**src/rtl/cpu_pkg.sv**
```systemverilog
// Shared definitions for the 4-bit processor: opcodes, sequencer states,
// ALU and accumulator-source codes, and the decoded control word.
package cpu_pkg;

  localparam logic [3:0] OpNop = 4'h0;
  localparam logic [3:0] OpLdi = 4'h1;
  localparam logic [3:0] OpAdd = 4'h2;
  localparam logic [3:0] OpSub = 4'h3;
  localparam logic [3:0] OpAnd = 4'h4;
  localparam logic [3:0] OpOr  = 4'h5;
  localparam logic [3:0] OpXor = 4'h6;
  localparam logic [3:0] OpLdm = 4'h7;
  localparam logic [3:0] OpSta = 4'h8;
  localparam logic [3:0] OpJmp = 4'h9;
  localparam logic [3:0] OpJz  = 4'hA;
  localparam logic [3:0] OpJc  = 4'hB;
  localparam logic [3:0] OpOut = 4'hC;
  localparam logic [3:0] OpHlt = 4'hF;

  localparam logic [2:0] AluAdd = 3'd0;
  localparam logic [2:0] AluSub = 3'd1;
  localparam logic [2:0] AluAnd = 3'd2;
  localparam logic [2:0] AluOr  = 3'd3;
  localparam logic [2:0] AluXor = 3'd4;

  localparam logic [1:0] ASelImm = 2'd0;
  localparam logic [1:0] ASelAlu = 2'd1;
  localparam logic [1:0] ASelMem = 2'd2;

  typedef enum logic [2:0] {
    StIdle,
    StFetch,
    StDecode,
    StExec,
    StMemrd,
    StHalt
  } state_e;

  typedef struct packed {
    logic       a_load;
    logic [1:0] a_sel;
    logic [2:0] alu_op;
    logic       flag_load;
    logic       mem_we;
    logic       mem_rd;
    logic       out_load;
    logic       jmp;
    logic       jz;
    logic       jc;
    logic       halt;
  } ctrl_t;

  localparam ctrl_t CtrlNone = '0;

endpackage

```
**src/rtl/instr_decoder.sv**
```systemverilog
// Combinational opcode-to-control-word map; shared with the trace monitor.
module instr_decoder
  import cpu_pkg::*;
#(
  parameter int unsigned OPW = 4
) (
  input  logic [OPW-1:0] opcode,
  output ctrl_t          ctrl
);

  always_comb begin
    ctrl = CtrlNone;
    case (opcode)
      OpLdi: begin
        ctrl.a_load = 1'b1;
        ctrl.a_sel  = ASelImm;
      end
      OpAdd, OpSub, OpAnd, OpOr, OpXor: begin
        ctrl.a_load    = 1'b1;
        ctrl.a_sel     = ASelAlu;
        ctrl.flag_load = 1'b1;
        case (opcode)
          OpSub:   ctrl.alu_op = AluSub;
          OpAnd:   ctrl.alu_op = AluAnd;
          OpOr:    ctrl.alu_op = AluOr;
          OpXor:   ctrl.alu_op = AluXor;
          default: ctrl.alu_op = AluAdd;
        endcase
      end
      OpLdm: ctrl.mem_rd   = 1'b1;
      OpSta: ctrl.mem_we   = 1'b1;
      OpJmp: ctrl.jmp      = 1'b1;
      OpJz:  ctrl.jz       = 1'b1;
      OpJc:  ctrl.jc       = 1'b1;
      OpOut: ctrl.out_load = 1'b1;
      OpHlt: ctrl.halt     = 1'b1;
      default: ctrl = CtrlNone;
    endcase
  end

endmodule

```
**src/rtl/control_sequencer.sv**
```systemverilog
// Fetch/decode/execute sequencer: captures IR in FETCH, registers the decoded
// control word in DECODE, and emits one-cycle Moore strobes in EXEC/MEMRD.
module control_sequencer
  import cpu_pkg::*;
#(
  parameter int unsigned WIDTH = 4,
  parameter int unsigned OPW   = 4
) (
  input  logic                 clk,
  input  logic                 reset,
  input  logic                 run,
  input  logic [OPW+WIDTH-1:0] instr,
  input  logic                 zero_flag,
  input  logic                 carry_flag,
  input  logic [WIDTH-1:0]     mem_rdata,
  output logic                 pc_enable,
  output logic                 pc_load,
  output logic [WIDTH-1:0]     pc_in,
  output logic                 a_load,
  output logic [1:0]           a_sel,
  output logic [WIDTH-1:0]     imm,
  output logic [2:0]           alu_op,
  output logic                 flag_load,
  output logic [WIDTH-1:0]     mem_addr,
  output logic                 mem_we,
  output logic                 out_load,
  output logic                 halted
);

  state_e               state_q, state_d;
  logic [OPW+WIDTH-1:0] ir_q;
  ctrl_t                ctrl_q, ctrl_dec;
  logic [WIDTH-1:0]     operand;

  // Load data goes straight to the accumulator; the sequencer never inspects it.
  logic unused_mem_rdata;
  assign unused_mem_rdata = ^mem_rdata;

  assign operand = ir_q[WIDTH-1:0];

  instr_decoder #(
    .OPW (OPW)
  ) u_decoder (
    .opcode (ir_q[OPW+WIDTH-1 -: OPW]),
    .ctrl   (ctrl_dec)
  );

  always_ff @(posedge clk) begin
    if (reset) begin
      state_q <= StIdle;
    end else begin
      state_q <= state_d;
    end
  end

  always_ff @(posedge clk) begin
    if (reset) begin
      ir_q   <= '0;
      ctrl_q <= CtrlNone;
    end else begin
      if (state_q == StFetch)  ir_q   <= instr;
      if (state_q == StDecode) ctrl_q <= ctrl_dec;
    end
  end

  always_comb begin
    state_d = state_q;
    case (state_q)
      StIdle:   if (run) state_d = StFetch;
      StFetch:  state_d = StDecode;
      StDecode: state_d = StExec;
      StExec: begin
        if (ctrl_q.mem_rd)    state_d = StMemrd;
        else if (ctrl_q.halt) state_d = StHalt;
        else                  state_d = StFetch;
      end
      StMemrd:  state_d = StFetch;
      StHalt:   state_d = StHalt;
      default:  state_d = StIdle;
    endcase
  end

  // Outputs are gated by reset so nothing strobes in a reset cycle.
  always_comb begin
    pc_enable = 1'b0;
    pc_load   = 1'b0;
    pc_in     = '0;
    a_load    = 1'b0;
    a_sel     = ASelImm;
    imm       = '0;
    alu_op    = AluAdd;
    flag_load = 1'b0;
    mem_addr  = '0;
    mem_we    = 1'b0;
    out_load  = 1'b0;
    halted    = 1'b0;
    if (!reset) begin
      imm = operand;
      case (state_q)
        StFetch: pc_enable = 1'b1;
        StExec: begin
          a_load    = ctrl_q.a_load;
          a_sel     = ctrl_q.a_sel;
          alu_op    = ctrl_q.alu_op;
          flag_load = ctrl_q.flag_load;
          mem_we    = ctrl_q.mem_we;
          out_load  = ctrl_q.out_load;
          if (ctrl_q.mem_we || ctrl_q.mem_rd) mem_addr = operand;
          if (ctrl_q.jmp || ctrl_q.jz || ctrl_q.jc) pc_in = operand;
          pc_load = ctrl_q.jmp | (ctrl_q.jz & zero_flag) | (ctrl_q.jc & carry_flag);
        end
        StMemrd: begin
          a_load   = 1'b1;
          a_sel    = ASelMem;
          mem_addr = operand;
        end
        StHalt:  halted = 1'b1;
        default: ;
      endcase
    end
  end

endmodule

```
**config.mk**
```make
export PLATFORM = sky130hd
export DESIGN_NAME = control_sequencer
export DESIGN_NICKNAME = d
export VERILOG_FILES = /design/src/rtl/cpu_pkg.sv /design/src/rtl/instr_decoder.sv /design/src/rtl/control_sequencer.sv
export SDC_FILE = /design/constraint.sdc
export NUM_CORES = 1
export LEC_CHECK = 0
export ABC_AREA = 1
export CORE_AREA = 10 10 63 65
export CTS_BUF_LIST = sky130_fd_sc_hd__clkbuf_2
export DETAILED_ROUTE_END_ITERATION = 6
export DIE_AREA = 0 0 73 75
export GPL_ROUTABILITY_DRIVEN = 0
export MAX_ROUTING_LAYER = met4
export PLACE_DENSITY = 0.77
export RECOVER_POWER = 100
export SYNTH_ARGS = -nofsm -noshare
export SYNTH_HDL_FRONTEND = slang
export SYNTH_SLANG_ARGS = --single-unit
```
**constraint.sdc**
```tcl
create_clock -name clk -period 1.1 [get_ports clk]
set_input_delay 0.22 -clock clk [delete_from_list [all_inputs] [get_ports clk]]
set_output_delay 0.22 -clock clk [all_outputs]
set_load 0.1 [all_outputs]
```
* Word-level counts from Yosys, hierarchy flattened
Cells that the tools add are included.
Storage, ports and cells: flip-flop bits (word level) 25, input bits 17
Operators by class: equality and inequality tests 19, muxes and demuxes 39, bitwise operators 4, reductions and logical operators 5
Operator list (number):
- $mux W4 | 7
- $eq A4 B4 Y1 const B | 6
- $mux W1 | 20
- $pmux W3 S6 | 1
- $eq A4 B3 Y1 const B | 4
- $mux W3 | 5
- $pmux W3 S4 | 1
- $eq A4 B2 Y1 const B | 2
- $pmux W4 S2 | 1
- $eq A3 B2 Y1 const B | 2
- $eq A3 B3 Y1 const B | 2
- $pmux W3 S2 | 1
- $reduce_or A5 Y1 | 1
- $eq A4 B1 Y1 const B | 1
- $pmux W2 S2 | 1
- $eq A3 B1 Y1 const B | 1
- $logic_not A3 Y1 | 1
- $logic_or A1 B1 Y1 | 3
- $and A1 B1 Y1 | 2
- $mux W2 | 1
- $ne A2 B2 Y1 const B | 1
- $or A1 B1 Y1 | 2
- $pmux W1 S2 | 1

* Logic depth before layout (Yosys ltp)
depth in word-level cells 5, depth in mapped cells 6, gate-level depth less buffers 6

* Cells and area by module
From an unflattened synthesis, not the netlist that was laid out.
Unflattened totals: cells, all modules 223, area, all modules 1433.9 µm²
By module, submodules not included:
- control_sequencer | times used 1, cells an instance 189, area each 1283.7 µm², sequential area each 500.5 µm²
- instr_decoder | times used 1, cells an instance 34, area each 150.1 µm², sequential area each 0.0 µm²

* Worst setup path before layout
Ideal clock, no wire load.
path type register -> output, start point register state_q[0], end point output port a_load, arrival 2815 ps, required time 880 ps, path slack -1935 ps, stages on the path, launching flop included 5, cells stage by stage dfxtp_1 nor2_1 nand2_1 nor2_1 o21bai_1
Between the ends: cells in the longest elaborated chain, start to end 3, elaborated cells between the ends (all ways) 4
Ends and longest elaborated chain:
- start: declaration | RTL line control_sequencer.sv:30 | state_e state_q, state_d;
- start signal: assignment | RTL line control_sequencer.sv:50 | state_q <= StIdle;
- start signal: assignment | RTL line control_sequencer.sv:52 | state_q <= state_d;
- $eq A3 B3 Y1 or $eq A3 B2 Y1 (tied branches) | RTL line control_sequencer.sv:99 | case (state_q)
- $pmux W1 S2 * | RTL line control_sequencer.sv:99
- $mux W1 * | RTL line control_sequencer.sv:97 | if (!reset) begin
- end: declaration | RTL line control_sequencer.sv:19 | output logic a_load,
Mark *: on every way between the ends. The rest lies on a longest branch, timed or not.

* Worst setup path after layout
start point register state_q[1], end point output port mem_addr[2]
Between the ends: cells in the longest elaborated chain, start to end 3, elaborated cells between the ends (all ways) 4
Ends and longest elaborated chain:
- $eq A3 B3 Y1 or $eq A3 B2 Y1 (tied branches) | RTL line control_sequencer.sv:99
- $pmux W4 S2 * | RTL line control_sequencer.sv:99
- $mux W4 * | RTL line control_sequencer.sv:97
- end: declaration | RTL line control_sequencer.sv:24 | output logic [WIDTH-1:0] mem_addr,
Marked as above.

==> out/results.ini <==
[pwr]
switchingPower_mw = 1.26
comb_power_share_pct = 46.8
intPower_mw = 1.49
pwr-share-seq_pct = 38.1
power_density_nw_per_um2 = 1060
power_leakage_nw = 1.07
swShare_pct = 46.0
p_clk_share_pct = 15.2
ir_worst_vdd_mv = 1.21

[worst_setup_path]
reg2reg_depth = 7
crit_chain = buf_6 > nor2_4 > nand2_4 > buf_12 > a21oi_4 > buf_12
crit_path_start_kind = flop
timing.critical_path.mode_cell = buf_12
cp.depth = 6
cp_top_family = buffers and inverters
r2r-start = state_q[2]$_SDFFE_PP0P_
crit_type = flop to primary output
timing.rr.end = ctrl_q[3]$_SDFFE_PP0P_
cp.arrival_ns = 1.71
cp_slowest_cell = dfxtp_4
critPathBufInv = 3
critPathRequiredTime_ns = 0.88
critical_path_peak_fanout = 3
rrSetupSlack_ns = -0.45
startpoint = state_q[1]$_SDFFE_PP0P_
endpoint_kind = primary output
crit_end = mem_addr[2]
max_stage_delay_ns = 0.43

[sta]
setup_viol_count_final = 47
maxSlewHeadroom_pct = 69.5
worstMarginPinSlew_ns = 0.455
slew_violations = 0
fin_crit_ns = 1.93
final_hold_viol_count = 0
period_share_pct = 175
finalClockSkew_ns = 0.00992
rsz0062_at_grt = yes
holdWs_ns = 0.347
fin_ws_ns = -0.827
fmax_mhz = 519

[cts]
cts_tree = done
clock_path_buffers = 2
cts.htree.levels = 1
clock_tree.root_cell = clkbuf_2
clkLatencyLatePin_ns = 0.40
clock_sinks = 23
numCtsBuffers = 3
hold_buffers = 0
cts.clk_slew.worst_paths_ns = 0.28

[grt]
grt_overflow = 0
grt_max_degree = 15
antenna_found_initial = 0
grt_pass1_wl_mm = 9.19
grt_pass1_vias = 1756
track_usage_pct = 22.0

[routing]
drcViolationCount = 0
ant_nets = 0
drt_first_pass_iters = 5
initialDrtViolationCount = 286
viasPerCell = 6.31
drt_wl_total_mm = 7.59
num_vias = 1898
avgRoutedWirePerCell_um = 25.2

[min_path]
hold_path_depth = 3
hp-class = primary input to flop

[finish]
antenna_cells = 0
drive_gt1_share_pct = 46.7
area_delta_synth_final_pct = 116
layout.cells.non_filler = 301
nNetsFinal = 288

[place]
numPortBuffers = 36
place_inst = 283
place_ws_ns = -0.694
hpwl_mm = 3.14

[logic_synthesis]
avgSynthCellArea_um2 = 6.05
ys_seq_area_share_pct = 38.5
syn_area_um2 = 1200
synth_seq_cells = 23
syn_inst = 198
yosys_warnings = 0
synth_cell_type_count = 17
syn_nets = 215

[outcome]
status = finished with violations
violations = setup timing

[floorplanning]
row_count = 19
ioPinCount = 41
die_area_um2 = 5480
initial_core_util_pct = 44.2
die_x_um = 73
core_area_um2 = 2710
die_y_um = 75

[job]
maxCapViolations = 0

-- layer usage --
metal  wire [um]  track usage, %  share of wire [%]  vias to the layer above
li1            -               -                  -                      746
met1        2420            23.3                 32                      864
met2        3700            36.5                 49                      208
met3         900            5.39                 12                       80
met4         569            13.1                7.5                        0
met5           0               -                  0                        -
-- registers in the layout, indices dropped and copies added, names as in the netlist --
register	count
ir_q	8
ctrl_q	12
state_q	3
-- per-stage QoR --
step	util [%]	cell area, um2	TNS [ns]	power, mW
floorplan	-	1470	-10.31	1.63
finish	95.5	2590	-21.95	2.75
detailed placement	83.1	2250	-18.64	1.95
global placement	83.1	2250	-16.93	1.91
CTS	92.1	2490	-16.79	2.46
global route	95.5	2590	-22.61	2.81
-- area by class of cell --
type	instances	area [um2]
timing repair buffer	70	948
clock buffer	3	15.0
multi-input combinational	146	966
tap	31	38.8
inverter	27	134
fill	66	121
clock inverter	1	7.51
sequential	23	479
-- timing repair --
| action | 4_1_cts | 5_1_grt |
|---|---|---|
| setup endpoints to repair | 45 | 47 |
| cloned | 3 | 0 |
| resized for setup | 27 | 19 |
| pin swaps | 20 | 11 |
| buffers inserted | 8 | 4 |
-- power by group through the flow --
| stage | combinational, mW | clock (mW) | sequential (mW) |
|---|---|---|---|
| after CTS | 1.07 | 0.384 | 1.01 |
| final | 1.29 | 0.417 | 1.05 |
| after detailed placement | 0.926 | 0 | 1.02 |
| after global routing | 1.33 | 0.431 | 1.05 |
| after global placement | 0.891 | 0 | 1.01 |
| after floorplan | 0.607 | 0 | 1.02 |
-- cell usage after synthesis --
cell	n	area share, %
o211ai_1	1	0.63
dfxtp_1	23	38
nand4_1	2	1.0
nand3_4	1	1.5
a21oi_1	14	5.9
inv_1	23	7.2
nor2_1	49	15
buf_2	1	0.42
nand2_1	70	22
o21bai_1	1	0.63
nand2_2	1	0.52
nand3_2	1	0.84
nor2_4	1	0.94
nand3_1	3	1.3
clkbuf_1	1	0.31
buf_6	2	1.9
inv_2	4	1.3
-- tightest hold or removal path: cells and delay by family --
kind | cells | cell delay (ns)
compound gates | 1 | 0.06
buf+inv | 2 | 0.47
-- logic make-up after synthesis --
group                  after synthesis  synth area share [%]
AND/OR/NAND/NOR                    128                  43.4
buffers and inverters               31                  11.1
AO/OA/AOI/OAI                       16                  7.11
flip-flops                          23                  38.5
-- cell usage in the layout (no fill, tap or decap), drive strengths merged --
master,count
clkbuf,3
nand4,2
nand3,6
clkdlybuf4s50,11
dfxtp,23
inv,21
a21oi,14
nand2,72
o21bai,1
buf,58
o211ai,1
clkinvlp,7
nor2,50
clkdlybuf4s15,1
-- how the worst min path moves through the flow --
stage | startpoint | endpoint | slack, ns
after CTS | reset | state_q[2]$_SDFFE_PP0P_ | 0.34
after global routing | reset | state_q[2]$_SDFFE_PP0P_ | 0.35
final | reset | state_q[2]$_SDFFE_PP0P_ | 0.35
after global placement | ir_q[6]$_SDFFE_PP0P_ | ir_q[6]$_SDFFE_PP0P_ | 0.53
after floorplan | reset | state_q[2]$_SDFFE_PP0P_ | 0.28
after detailed placement | ctrl_q[0]$_SDFFE_PP0P_ | ctrl_q[0]$_SDFFE_PP0P_ | 0.55
No activity file was read; power rests on OpenSTA's default activity.
